==> config.mk <==
export PLATFORM = sky130hd
export DESIGN_NAME = ship_control
export DESIGN_NICKNAME = d
export VERILOG_FILES = /design/src/rtl/asteroids_pkg.sv /design/src/rtl/game_tick_gen.sv /design/src/rtl/ship_control.sv
export SDC_FILE = /design/constraint.sdc
export NUM_CORES = 1
export LEC_CHECK = 0
export ABC_AREA = 0
export BUFFER_PORTS_ARGS = -buffer_cell sky130_fd_sc_hd__buf_2
export CAP_MARGIN = 10
export CORE_MARGIN = 2
export CORE_UTILIZATION = 35
export DETAILED_ROUTE_END_ITERATION = 8
export PLACE_DENSITY_LB_ADDON = 0.2
export SLEW_MARGIN = 20
export SYNTH_ARGS = -nofsm -noshare
export SYNTH_HDL_FRONTEND = slang
export SYNTH_SLANG_ARGS = --single-unit
==> constraint.sdc <==
create_clock -name clk -period 3.3 [get_ports clk]
set_input_delay 0 -clock clk [delete_from_list [all_inputs] [get_ports clk]]
set_output_delay 0 -clock clk [all_outputs]
set_load 0.05 [all_outputs]
==> src/rtl/asteroids_pkg.sv <==
// ---------------------------------------------------------------------------
// asteroids_pkg
//   Shared types, constants and helpers for the game movers (ship, bullets,
//   asteroids). Positions are unsigned fixed point with FRAC_BITS fraction
//   bits; velocities are signed 1/16 px per game tick.
// ---------------------------------------------------------------------------
package asteroids_pkg;

  localparam int SCREEN_W  = 160;
  localparam int SCREEN_H  = 120;
  localparam int FRAC_BITS = 4;
  localparam int HEADING_W = 4;
  localparam int VEL_W     = 8;
  localparam int POS_X_W   = 12;   // 8.4 fixed point
  localparam int POS_Y_W   = 11;   // 7.4 fixed point
  localparam int COORD_W   = 13;   // signed working width for pos + vel

  typedef logic [HEADING_W-1:0]    heading_t;
  typedef logic signed [VEL_W-1:0] vel_t;
  typedef logic signed [COORD_W-1:0] coord_t;

  typedef struct packed {
    vel_t dx;
    vel_t dy;
  } dir_t;

  // Unit direction scaled by 8: (round(8 sin), -round(8 cos)); 0 = up (-y),
  // steps of 22.5 degrees clockwise.
  function automatic dir_t dir_lut(input heading_t h);
    dir_t d;
    case (h)
      4'd0:  begin d.dx =  8'sd0; d.dy = -8'sd8; end
      4'd1:  begin d.dx =  8'sd3; d.dy = -8'sd7; end
      4'd2:  begin d.dx =  8'sd6; d.dy = -8'sd6; end
      4'd3:  begin d.dx =  8'sd7; d.dy = -8'sd3; end
      4'd4:  begin d.dx =  8'sd8; d.dy =  8'sd0; end
      4'd5:  begin d.dx =  8'sd7; d.dy =  8'sd3; end
      4'd6:  begin d.dx =  8'sd6; d.dy =  8'sd6; end
      4'd7:  begin d.dx =  8'sd3; d.dy =  8'sd7; end
      4'd8:  begin d.dx =  8'sd0; d.dy =  8'sd8; end
      4'd9:  begin d.dx = -8'sd3; d.dy =  8'sd7; end
      4'd10: begin d.dx = -8'sd6; d.dy =  8'sd6; end
      4'd11: begin d.dx = -8'sd7; d.dy =  8'sd3; end
      4'd12: begin d.dx = -8'sd8; d.dy =  8'sd0; end
      4'd13: begin d.dx = -8'sd7; d.dy = -8'sd3; end
      4'd14: begin d.dx = -8'sd6; d.dy = -8'sd6; end
      default: begin d.dx = -8'sd3; d.dy = -8'sd7; end
    endcase
    return d;
  endfunction

  // Saturate a widened velocity sum to [-lim, +lim].
  function automatic vel_t clamp_vel(input logic signed [9:0] v,
                                     input logic signed [9:0] lim);
    if (v > lim)
      return vel_t'(lim);
    else if (v < -lim)
      return vel_t'(-lim);
    else
      return vel_t'(v);
  endfunction

  // Friction: one unit toward zero, zero stays zero.
  function automatic vel_t friction(input vel_t v);
    if (v > 0)
      return v - 8'sd1;
    else if (v < 0)
      return v + 8'sd1;
    else
      return v;
  endfunction

  // Toroidal wrap of a coordinate that moved by at most one span.
  function automatic coord_t wrap_coord(input coord_t p, input coord_t span);
    if (p < 0)
      return p + span;
    else if (p >= span)
      return p - span;
    else
      return p;
  endfunction

endpackage

==> src/rtl/game_tick_gen.sv <==
// ---------------------------------------------------------------------------
// game_tick_gen
//   Free-running divider producing one frame_tick pulse every TICK_DIV clks.
//   Ports:
//     clk        in  system clock
//     reset      in  synchronous, active-high
//     frame_tick out high for the single clk where the counter is TICK_DIV-1
// ---------------------------------------------------------------------------
module game_tick_gen #(
  parameter int TICK_DIV = 833333
) (
  input  logic clk,
  input  logic reset,
  output logic frame_tick
);

  localparam int CNT_W = (TICK_DIV > 1) ? $clog2(TICK_DIV) : 1;
  localparam logic [CNT_W-1:0] LAST = CNT_W'(TICK_DIV - 1);

  logic [CNT_W-1:0] cnt;

  // NOTE: state registers use non-blocking assignments so every flop samples
  // the pre-edge values of its neighbours, independent of block ordering.
  always_ff @(posedge clk) begin
    if (reset)
      cnt <= '0;
    else if (cnt == LAST)
      cnt <= '0;
    else
      cnt <= cnt + 1'b1;
  end

  assign frame_tick = (cnt == LAST);

endmodule

==> src/rtl/ship_control.sv <==
// ---------------------------------------------------------------------------
// ship_control
//   Integrates level-held keyboard controls once per game tick into ship
//   heading, velocity and wrapped screen position, and issues rate-limited
//   one-clk fire pulses.
//   Ports:
//     clk, reset        system clock, synchronous active-high reset
//     shoot             level, request a bullet
//     forward/backward  level, thrust along / against heading
//     rotate_right/left level, clockwise / counter-clockwise rotation
//     ship_x, ship_y    integer pixel position
//     heading           0 = up, clockwise, 22.5 deg per step
//     fire              one-clk pulse, spawn bullet at ship_x/ship_y/heading
//     frame_tick        one-clk pulse per game tick
// ---------------------------------------------------------------------------
module ship_control
  import asteroids_pkg::*;
#(
  parameter int TICK_DIV      = 833333,
  parameter int ROT_PERIOD    = 4,
  parameter int MAX_V         = 32,
  parameter int FIRE_COOLDOWN = 15
) (
  input  logic                         clk,
  input  logic                         reset,
  input  logic                         shoot,
  input  logic                         forward,
  input  logic                         backward,
  input  logic                         rotate_right,
  input  logic                         rotate_left,
  output logic [POS_X_W-FRAC_BITS-1:0] ship_x,
  output logic [POS_Y_W-FRAC_BITS-1:0] ship_y,
  output heading_t                     heading,
  output logic                         fire,
  output logic                         frame_tick
);

  localparam int ROT_W = (ROT_PERIOD > 1) ? $clog2(ROT_PERIOD) : 1;
  localparam int CD_W  = (FIRE_COOLDOWN > 0) ? $clog2(FIRE_COOLDOWN + 1) : 1;

  localparam coord_t SPAN_X = coord_t'(SCREEN_W << FRAC_BITS);
  localparam coord_t SPAN_Y = coord_t'(SCREEN_H << FRAC_BITS);
  localparam logic [POS_X_W-1:0] POS_X_RST = POS_X_W'((SCREEN_W / 2) << FRAC_BITS);
  localparam logic [POS_Y_W-1:0] POS_Y_RST = POS_Y_W'((SCREEN_H / 2) << FRAC_BITS);
  localparam logic signed [9:0]  V_LIM     = 10'(MAX_V);

  logic                tick;
  logic [POS_X_W-1:0]  pos_x, pos_x_nxt;
  logic [POS_Y_W-1:0]  pos_y, pos_y_nxt;
  vel_t                vx, vy, vx_nxt, vy_nxt;
  heading_t            heading_nxt;
  logic [ROT_W-1:0]    rot_cnt, rot_cnt_nxt;
  logic [CD_W-1:0]     cooldown, cooldown_nxt;
  logic                fire_nxt;
  dir_t                dir;
  coord_t              sum_x, sum_y;

  game_tick_gen #(.TICK_DIV(TICK_DIV)) u_tick (
    .clk        (clk),
    .reset      (reset),
    .frame_tick (tick)
  );

  assign frame_tick = tick;
  assign ship_x     = pos_x[POS_X_W-1:FRAC_BITS];
  assign ship_y     = pos_y[POS_Y_W-1:FRAC_BITS];

  // Next game state, committed only on the tick clk.
  // NOTE: every variable gets a default at the top so no path leaves one
  // unassigned, which would otherwise infer a latch.
  always_comb begin
    dir          = dir_lut(heading);  // pre-rotation heading drives thrust
    vx_nxt       = friction(vx);
    vy_nxt       = friction(vy);
    rot_cnt_nxt  = '0;
    heading_nxt  = heading;
    fire_nxt     = 1'b0;
    cooldown_nxt = cooldown;

    if (forward ^ backward) begin
      if (forward) begin
        vx_nxt = clamp_vel(10'(vx) + 10'(dir.dx), V_LIM);
        vy_nxt = clamp_vel(10'(vy) + 10'(dir.dy), V_LIM);
      end else begin
        vx_nxt = clamp_vel(10'(vx) - 10'(dir.dx), V_LIM);
        vy_nxt = clamp_vel(10'(vy) - 10'(dir.dy), V_LIM);
      end
    end

    // Position advances by the velocity held before this tick's update.
    sum_x     = wrap_coord($signed({1'b0, pos_x}) + coord_t'(vx), SPAN_X);
    sum_y     = wrap_coord($signed({2'b0, pos_y}) + coord_t'(vy), SPAN_Y);
    pos_x_nxt = sum_x[POS_X_W-1:0];
    pos_y_nxt = sum_y[POS_Y_W-1:0];

    // Exactly one rotate key counts toward a heading step; anything else
    // restarts the count.
    if (rotate_right ^ rotate_left) begin
      if (rot_cnt == ROT_W'(ROT_PERIOD - 1))
        heading_nxt = rotate_right ? heading + 1'b1 : heading - 1'b1;
      else
        rot_cnt_nxt = rot_cnt + 1'b1;
    end

    if (shoot && cooldown == '0) begin
      fire_nxt     = 1'b1;
      cooldown_nxt = CD_W'(FIRE_COOLDOWN);
    end else if (cooldown != '0) begin
      cooldown_nxt = cooldown - 1'b1;
    end
  end

  always_ff @(posedge clk) begin
    if (reset) begin
      pos_x    <= POS_X_RST;
      pos_y    <= POS_Y_RST;
      vx       <= '0;
      vy       <= '0;
      heading  <= '0;
      rot_cnt  <= '0;
      cooldown <= '0;
      fire     <= 1'b0;
    end else begin
      fire <= tick & fire_nxt;   // self-clears on every non-tick clk
      if (tick) begin
        pos_x    <= pos_x_nxt;
        pos_y    <= pos_y_nxt;
        vx       <= vx_nxt;
        vy       <= vy_nxt;
        heading  <= heading_nxt;
        rot_cnt  <= rot_cnt_nxt;
        cooldown <= cooldown_nxt;
      end
    end
  end

endmodule

==> results of run 1 <==
report_power, final:
part	switching [mW]	total [mW]	leakage [nW]	internal [mW]
Sequential	0.00334	0.960	0.637	0.957
Combinational	0.0532	0.0731	2.61	0.0199
Clock	0.381	0.922	0.132	0.541
Total	0.437	1.96	3.38	1.52
state kept, by name, indices dropped and copies added, names as in the netlist:
signal      count
u_tick.cnt     20
pos_x          12
pos_y          11
dir             9
vx              8
vy              8
cooldown        4
heading         4
rot_cnt         2
fire            1
stage by stage:
| step | utilization (%) | hold WS, ns | instances | setup WS (ns) | area (sq um) |
|---|---|---|---|---|---|
| 6_report | 39.33 | 0.01739 | 1204 | 0.1854 | 8009 |
| 5_1_grt | 39.33 | 0.02152 | 1204 | 0.0002425 | 8009 |
| 4_1_cts | 39.02 | 0.006180 | 1204 | 0.1247 | 7946 |
| 3_5_place_dp | 37.67 | 0.2757 | 1189 | 0.1502 | 7671 |
| 3_3_place_gp | 37.67 | 0.2754 | 1189 | 0.1333 | 7671 |
| 2_1_floorplan | - | 0.1175 | 913 | 0.3839 | 7313 |
worst max-delay path by stage:
stage                        from                     end  slack, ns  depth (start not counted)
6_report       vx[7]$_SDFFE_PP0P_  pos_x[11]$_SDFFE_PP0P_       0.19                         12
5_1_grt        vx[7]$_SDFFE_PP0P_  pos_x[11]$_SDFFE_PP0P_     0.0002                         12
4_1_cts        vx[0]$_SDFFE_PP0P_  pos_x[11]$_SDFFE_PP0P_       0.12                         14
3_5_place_dp   vx[0]$_SDFFE_PP0P_  pos_x[11]$_SDFFE_PP0P_       0.15                         14
3_3_place_gp       dir[8]$_DFF_P_      vx[0]$_SDFFE_PP0P_       0.13                         11
2_1_floorplan  vx[1]$_SDFFE_PP0P_  pos_x[11]$_SDFFE_PP0P_       0.38                         13
synth_stat cells (4+ instances only):
cell type and number:
a211o_1 4, a211oi_1 17, a211oi_2 5, a21o_1 11
a21oi_1 82, a221oi_1 5, a22oi_1 4, a31oi_1 6
and3_1 6, buf_2 7, buf_4 17, clkbuf_1 16
clkbuf_8 5, dfxtp_1 79, fa_1 9, ha_1 78
inv_1 55, mux2i_1 6, nand2_1 75, nand2b_1 12
nand3_1 24, nand4_1 7, nor2_1 86, nor2b_1 14
nor3_1 18, nor3b_1 6, nor4_1 10, o211ai_1 6
o21a_1 8, o21ai_0 38, o21ai_1 11, o21bai_1 11
o31ai_1 7, or2_2 5, or3_1 16, xnor2_1 38
xnor2_2 4, xor2_1 27
what timing repair did:
item | CTS | global route
gates resized for setup | 0 | 11
endpoints found under the setup margin | 0 | 9
hold endpoints to repair | 1 | 0
hold buffers | 1 | 0
layer usage:
| metal | share of wire, % | wire, microns | vias to the layer above |
|---|---|---|---|
| li1 | - | - | 3272 |
| met1 | 51 | 9108 | 2965 |
| met2 | 44 | 7980 | 113 |
| met3 | 3.4 | 606 | 23 |
| met4 | 1.8 | 323 | 0 |
| met5 | 0 | 0 | - |
cells in the final DEF, fill, tap and decap left out, types with 5 or more instances in the layout:
cell type	count
xnor2_2	5
a221oi_1	5
or2_2	5
buf_2	27
fa_1	9
o21ai_0	38
a211oi_1	16
a211oi_2	5
o21ai_1	11
nor3_1	18
a21oi_1	82
xnor2_1	37
dfxtp_1	78
nand4_1	7
nand2_1	75
clkbuf_16	9
and3_1	6
a31oi_1	6
nor3b_1	5
nor2b_1	14
nor4_1	9
nand3_1	24
o21bai_1	11
o21a_1	8
o211ai_1	6
nor2_1	86
inv_1	54
or3_1	16
o31ai_1	7
mux2i_1	6
nand2b_1	12
buf_4	25
xor2_1	26
ha_1	78
a21o_1	11
logic make-up (layout without fill, tap and decap cells):
kind of cell / Yosys count / after routing / share of synthesized area (%)
and+or+nand+nor: 302 / 302 / 20.34
adders and majority gates: 90 / 90 / 16.22
muxes: 8 / 8 / 1.129
AOI/OAI and AO/OA: 259 / 259 / 24.29
buffers and inverters: 104 / 125 / 7.117
xor gates and xnor gates: 71 / 71 / 9.273
DFF: 79 / 79 / 21.63
critical path, cell delays in order (launching register included):
cell and delay, ns:
dfxtp_1 0.55, ha_1 0.34, a21oi_1 0.31, nand2_1 0.09, o21ai_1 0.25, o21bai_1 0.10, a21oi_1 0.24, xnor2_2 0.16
inv_1 0.10, ha_1 0.23, mux2_1 0.28, a221oi_1 0.29, nor2_1 0.06
final cells by class:
type	instances	share of cell area (%)
Clock buffer	13	3.249
Clock inverter	1	0.06249
Multi-Input combinational cell	730	65.83
Sequential cell	79	19.76
Timing Repair Buffer	53	4.156
Tap cell	270	4.218
Inverter	58	2.718
==> reports/summary.md, run 1 <==
The flow ran to the end, and the final reports show no timing, DRC or antenna violations. Entering global routing, the biggest net connects 37 pins. The number of cell instances on the worst register-to-register path works out to 12. The global-route met1 utilization is 24.28%. The run gives 2.883% as the met3 usage. The path class of the lowest-slack min-delay path is in -> reg.

The logs give 3.380 nW for the reported leakage power and 0 for the DRC violations left. The number of diodes added for antenna fixing is 0, and the maximum frequency from static timing analysis is 0.3211 GHz. For this run, the detailed router's first-pass iteration total came to 5. At the pin with the least slew margin, the transition time is 0.6372 ns. The run gives 0 as the total number of yosys warnings.

The die extent in y is 148.6 microns, and the met2 layer usage reported by global route is 26.69%. For this configuration, the core starts out at a cell density of 35.91%. The path with the worst hold slack has its endpoint at rot_cnt[1]$_SDFFE_PP0P_.

TritonCTS built the clock tree. The H-tree was split into 3 levels. The post-detailed-route count of antenna-violating nets was 0. Setup repair after global routing left no endpoint under its margin.

The startpoint identified for the worst hold timing path is rotate_left. The required time of the critical path is 3.53 ns. The design draws 1.956 mW. Measured against its own limit, the worst slew margin works out to 57.47%. The logs give 1025 for the count of nets after finishing and 5932 for the number of global-route vias before repair. The worst hold path passes through 4 cells. The critical path is of the reg -> reg type. Via-per-instance ratio: 5.293. Of all cell types, the one taking the most synthesized area is dfxtp_1. The tool flagged a number of max-cap violations equal to 0. The data arrival time of the critical path was 3.35 ns; the total number of clock tree sinks was 79.

Summing over every cut layer, the via total after detailed routing is 6373. Total detailed-routing wirelength: 18.02 mm. The overall fraction of global-route tracks in use was 17.06%; the share of synthesized flip-flops with an asynchronous set or reset was 0%. The run gives 0 as the count of pins over their slew limit.

The count of flip-flops with a built-in enable after synthesis was 0. In this run the critical register-to-register path is captured at pos_x[11]$_SDFFE_PP0P_. Compared with the post-synthesis result, the final layout area differs by 9.512%. The tree is rooted in a clkbuf_16. In this run the critical register-to-register path is launched from vx[7]$_SDFFE_PP0P_.

The power density relative to cell area came out at 244.2 mW/mm^2. The run gives 0 as the number of failing hold endpoints at the final stage. The clock passes through at most 2 buffers. Synthesis inferred 79 register bits.

The die width was 148.6 microns; the top-level I/O count was 28. For the finished layout, the period the worst path requires is 3.115 ns. The weighted congestion at the end of routability-driven global placement is 0.8533, and the final cycle utilization of the critical path is 94.38%.

Synthesis produced a netlist whose cell count is 913. The port buffer count is 27, and the wire length per cell is 14.97 microns. Clock-pin slew was measured on the worst setup and hold paths at 0.06 ns. Global routing finished with a remaining overflow of 0. The first global-routing pass estimated 30.58 mm of wire. The setup TNS came out at 0 ns. Number of setup buffers added after CTS: 0. The total of fill cells in the finished design is 2109. Ranked by total cell area, the synthesized netlist is headed by dfxtp_1 22%, ha_1 13%, a21oi_1 5.6%.

The highest ir drop seen on vdd is 236.0 uV, and the number of cell rows is 52. A synthesized cell averages 8.010 sq um. At the later pin of the worst-skew pair, clock insertion delay measures 0.34 ns. The clock arrives with 0.007879 ns of skew. The number of violations reported at the end of detailed-routing iteration 0 was 400. STA classifies the critical path endpoint as a register. The number of nets in the synthesized netlist was 1007. In this run the cell area of the synthesized design comes to 0.007313 sq mm. In the final layout, the share of cells above drive strength 1 is 12.31%. The worst setup path is launched from a register. The die covers 0.02207 sq mm.

The synthesized netlist contains 91 unique library cells. In this run the standard cell core region covers 0.02036 sq mm. TritonCTS created 9 clock buffers. The run gives 21.63% as the share of synthesized area occupied by flip-flops and latches. The tools report the number of antenna violations at the first check in global routing as 0. The maximum fanout encountered on the critical timing path came out at 9.

The share of synthesized area in the top cell type comes to 21.63%. The HPWL after detailed placement was 13.90 mm. The most utilized layer in the global route result was met2. Setup violations remaining at the end of the flow were counted as 0. Registers take 0.001583 sq mm.

Among all flip-flop cells after synthesis, the most frequent one is dfxtp_1. The slack of the worst reg-to-reg path is 0.19 ns. Summing all multi-input logic gate instances after layout gives 0.005273 sq mm.
Power figures use the tool's default switching activity.
==> run 2, diff against run 1 <==
Settings changed: CORE_MARGIN 2 to 4.
==> reports/summary.md, run 2 (same netlist as run 1, synthesis figures left out) <==
Dividing total power by cell area gives a power density of 250.9 mW/mm^2. Final worst setup slack: 0.1499 ns. TritonCTS built the clock tree. The worst setup path is launched from a register. CTS placed an instance of clkbuf_16 at the clock tree root. After detailed routing, the average wire length per cell comes to 15.00 microns.

For the number of failing hold endpoints at the final stage, the log shows 0. The die width was 152.6 microns. The die covers 0.02327 sq mm. Of all nets on the critical path, the largest fanout is 5.

Area overhead of the layout relative to synthesis: 9.957%. The maximum frequency from static timing analysis came out at 0.3175 GHz. The highest ir drop seen on vdd is 220.7 uV, and the DRC violations left is 0. Via-per-instance ratio: 5.274. Number of antenna violations at the first check in global routing: 0.

Entering global routing, the biggest net connects 31 pins. Routed signal wires occupy layers up through met4. The pre-antenna-repair detailed-routing pass consisted of 5 iterations. The commonest non-fill, non-tap cell in the layout was nor2_1. The count of pins over their slew limit was 0. During I/O placement, the number of pins put on the boundary was 28. The logs give 646 microns for the met3 layer wire length in the routed design and 79 for the total number of clock tree sinks. For the power after layout, the log shows 2.017 mW. The fraction of layout cells with a size suffix above 1 was 13.19%.

The detail route stage leaves a number of antenna-violating nets equal to 0. The largest registers in the layout are u_tick.cnt: 20 flops, pos_x: 12 flops, pos_y: 11 flops. Global routing consumed, over all layers together, 15.60% of the routing resources. The worst-skew pair later-pin latency was 0.35 ns.

Measured against its own limit, the worst slew margin works out to 54.61%. The setup slack at placement is 0.1380 ns, and the remaining global-route overflow is 0. Summed over all nets, wire length on met2 after detailed routing comes to 8.187 mm.

At the end of the flow the core is filled with cells to 39.49%. Measured along the y axis, the die boundary spans 152.6 microns. The congestion estimate from routability-driven global placement came to 0.8515. The transition at the pin with the smallest max-transition slack was 0.6792 ns; the count of nets after finishing was 1029. The total detailed-routing wirelength came out at 18.15 mm.

For this block, wires on met1 add up to 9.145 mm. The tool flagged a number of max-cap violations equal to 0. The clock buffer count from CTS is 9, and the final instance area is 0.008041 sq mm. The flow ran to the end, and the final reports show no timing, DRC or antenna violations. Detailed placement finished with a half-perimeter wire length of 14.16 mm.

Clock skew on the completed layout was measured at 0.008255 ns. Type of the worst setup path: reg -> reg. Post-place instance area: 0.007686 sq mm.

Buffers placed on the I/O ports in this run total 27. The initial utilization of the core area, before any placement, comes to 35.91%. The register bank with the most flops was u_tick.cnt. The number of global-route vias before repair was 6124; the post-CTS clock slew at the launch and capture registers of the worst setup and hold paths was 0.07 ns.

The number of flip-flops under the largest register name came out at 20. The run gives 0.02036 sq mm as the core outline area. Setup violations remaining at the end of the flow were counted as 0. The first global-routing pass estimated 30.66 mm of wire. STA puts the critical path data required time at 3.55 ns.

The run gives 3.403 nW as the reported leakage power. The worst path needs 3.150 ns of the cycle, external delays included. The run gives 52 as the number of cell rows. 0 antenna diodes ended up in the layout. In the layout the commonest cells are 86 x nor2_1, 81 x a21oi_1, 78 x ha_1, 76 x dfxtp_1, 75 x nand2_1. The data arrival time of the critical path is 3.40 ns. Dividing the final minimum period by the clock period gives 95.46%. The maximum level of the CTS H-tree was 3. The tightest min-delay check is of the in -> reg type. The number of violations reported at the end of detailed-routing iteration 0 was 299. No sink is reached through more buffers than the 2 on the longest clock path.

The overall via count from detail_route is 6382. The worst setup path is captured at a register.
run 2: metrics by stage:
step                      hold slack [ns]  std cells   TNS (ns)
after global routing              0.02949       1210  -0.009828
after floorplan                    0.1175        913          0
after detailed placement           0.2708       1191          0
after global placement             0.2631       1191          0
after CTS                        0.002903       1208          0
final                             0.01312       1210          0
run 2: report_power, final:
part | internal, mW | switching, mW
clock | 0.526 | 0.461
sequential | 0.956 | 0.00306
combinational | 0.0191 | 0.0525
run 2: worst paths after layout:
check	to	startpoint	depth (start not counted)	slack, ns
hold / removal	rot_cnt[1]$_SDFFE_PP0P_	rotate_left	4	0.01
setup / recovery	vy[2]$_SDFFE_PP0P_	vy[0]$_SDFFE_PP0P_	13	0.15
setup reg to reg	vy[2]$_SDFFE_PP0P_	vy[0]$_SDFFE_PP0P_	13	0.15
hold reg to reg	pos_x[0]$_SDFFE_PP0P_	pos_x[0]$_SDFFE_PP0P_	2	0.46
run 2: final cells by class:
| cell class | instances | area [sq um] |
|---|---|---|
| Fill cell | 2095 | 12320 |
| Multi-Input combinational cell | 730 | 5246 |
| Sequential cell | 79 | 1585 |
| Timing Repair Buffer | 57 | 362.8 |
| Tap cell | 270 | 337.8 |
| Clock buffer | 9 | 225.2 |
| Inverter | 58 | 217.7 |
| Clock inverter | 7 | 66.31 |
run 2: timing repair:
action / in CTS / in global routing
setup buffers: 0 / 2
hold buffers: 1 / 0
hold endpoints to repair: 1 / 0
setup endpoints to repair: 0 / 12
gates resized for setup: 0 / 11
run 2: per-layer routing:
metal | global-route usage (%) | vias up
met5 | 0 | -
met4 | 3.479 | 0
met3 | 2.130 | 10
met2 | 25.47 | 110
met1 | 22.02 | 2964
li1 | - | 3298
run 2: critical path, stage by stage (launching register included):
cell	delay, ns
dfxtp_1	0.37
inv_1	0.16
ha_1	0.19
inv_1	0.05
fa_1	0.42
a211oi_2	0.33
o31ai_2	0.15
a21oi_2	0.18
nor2_1	0.06
or4_1	0.41
o22ai_2	0.21
and2_1	0.20
a22oi_1	0.12
o41ai_2	0.21
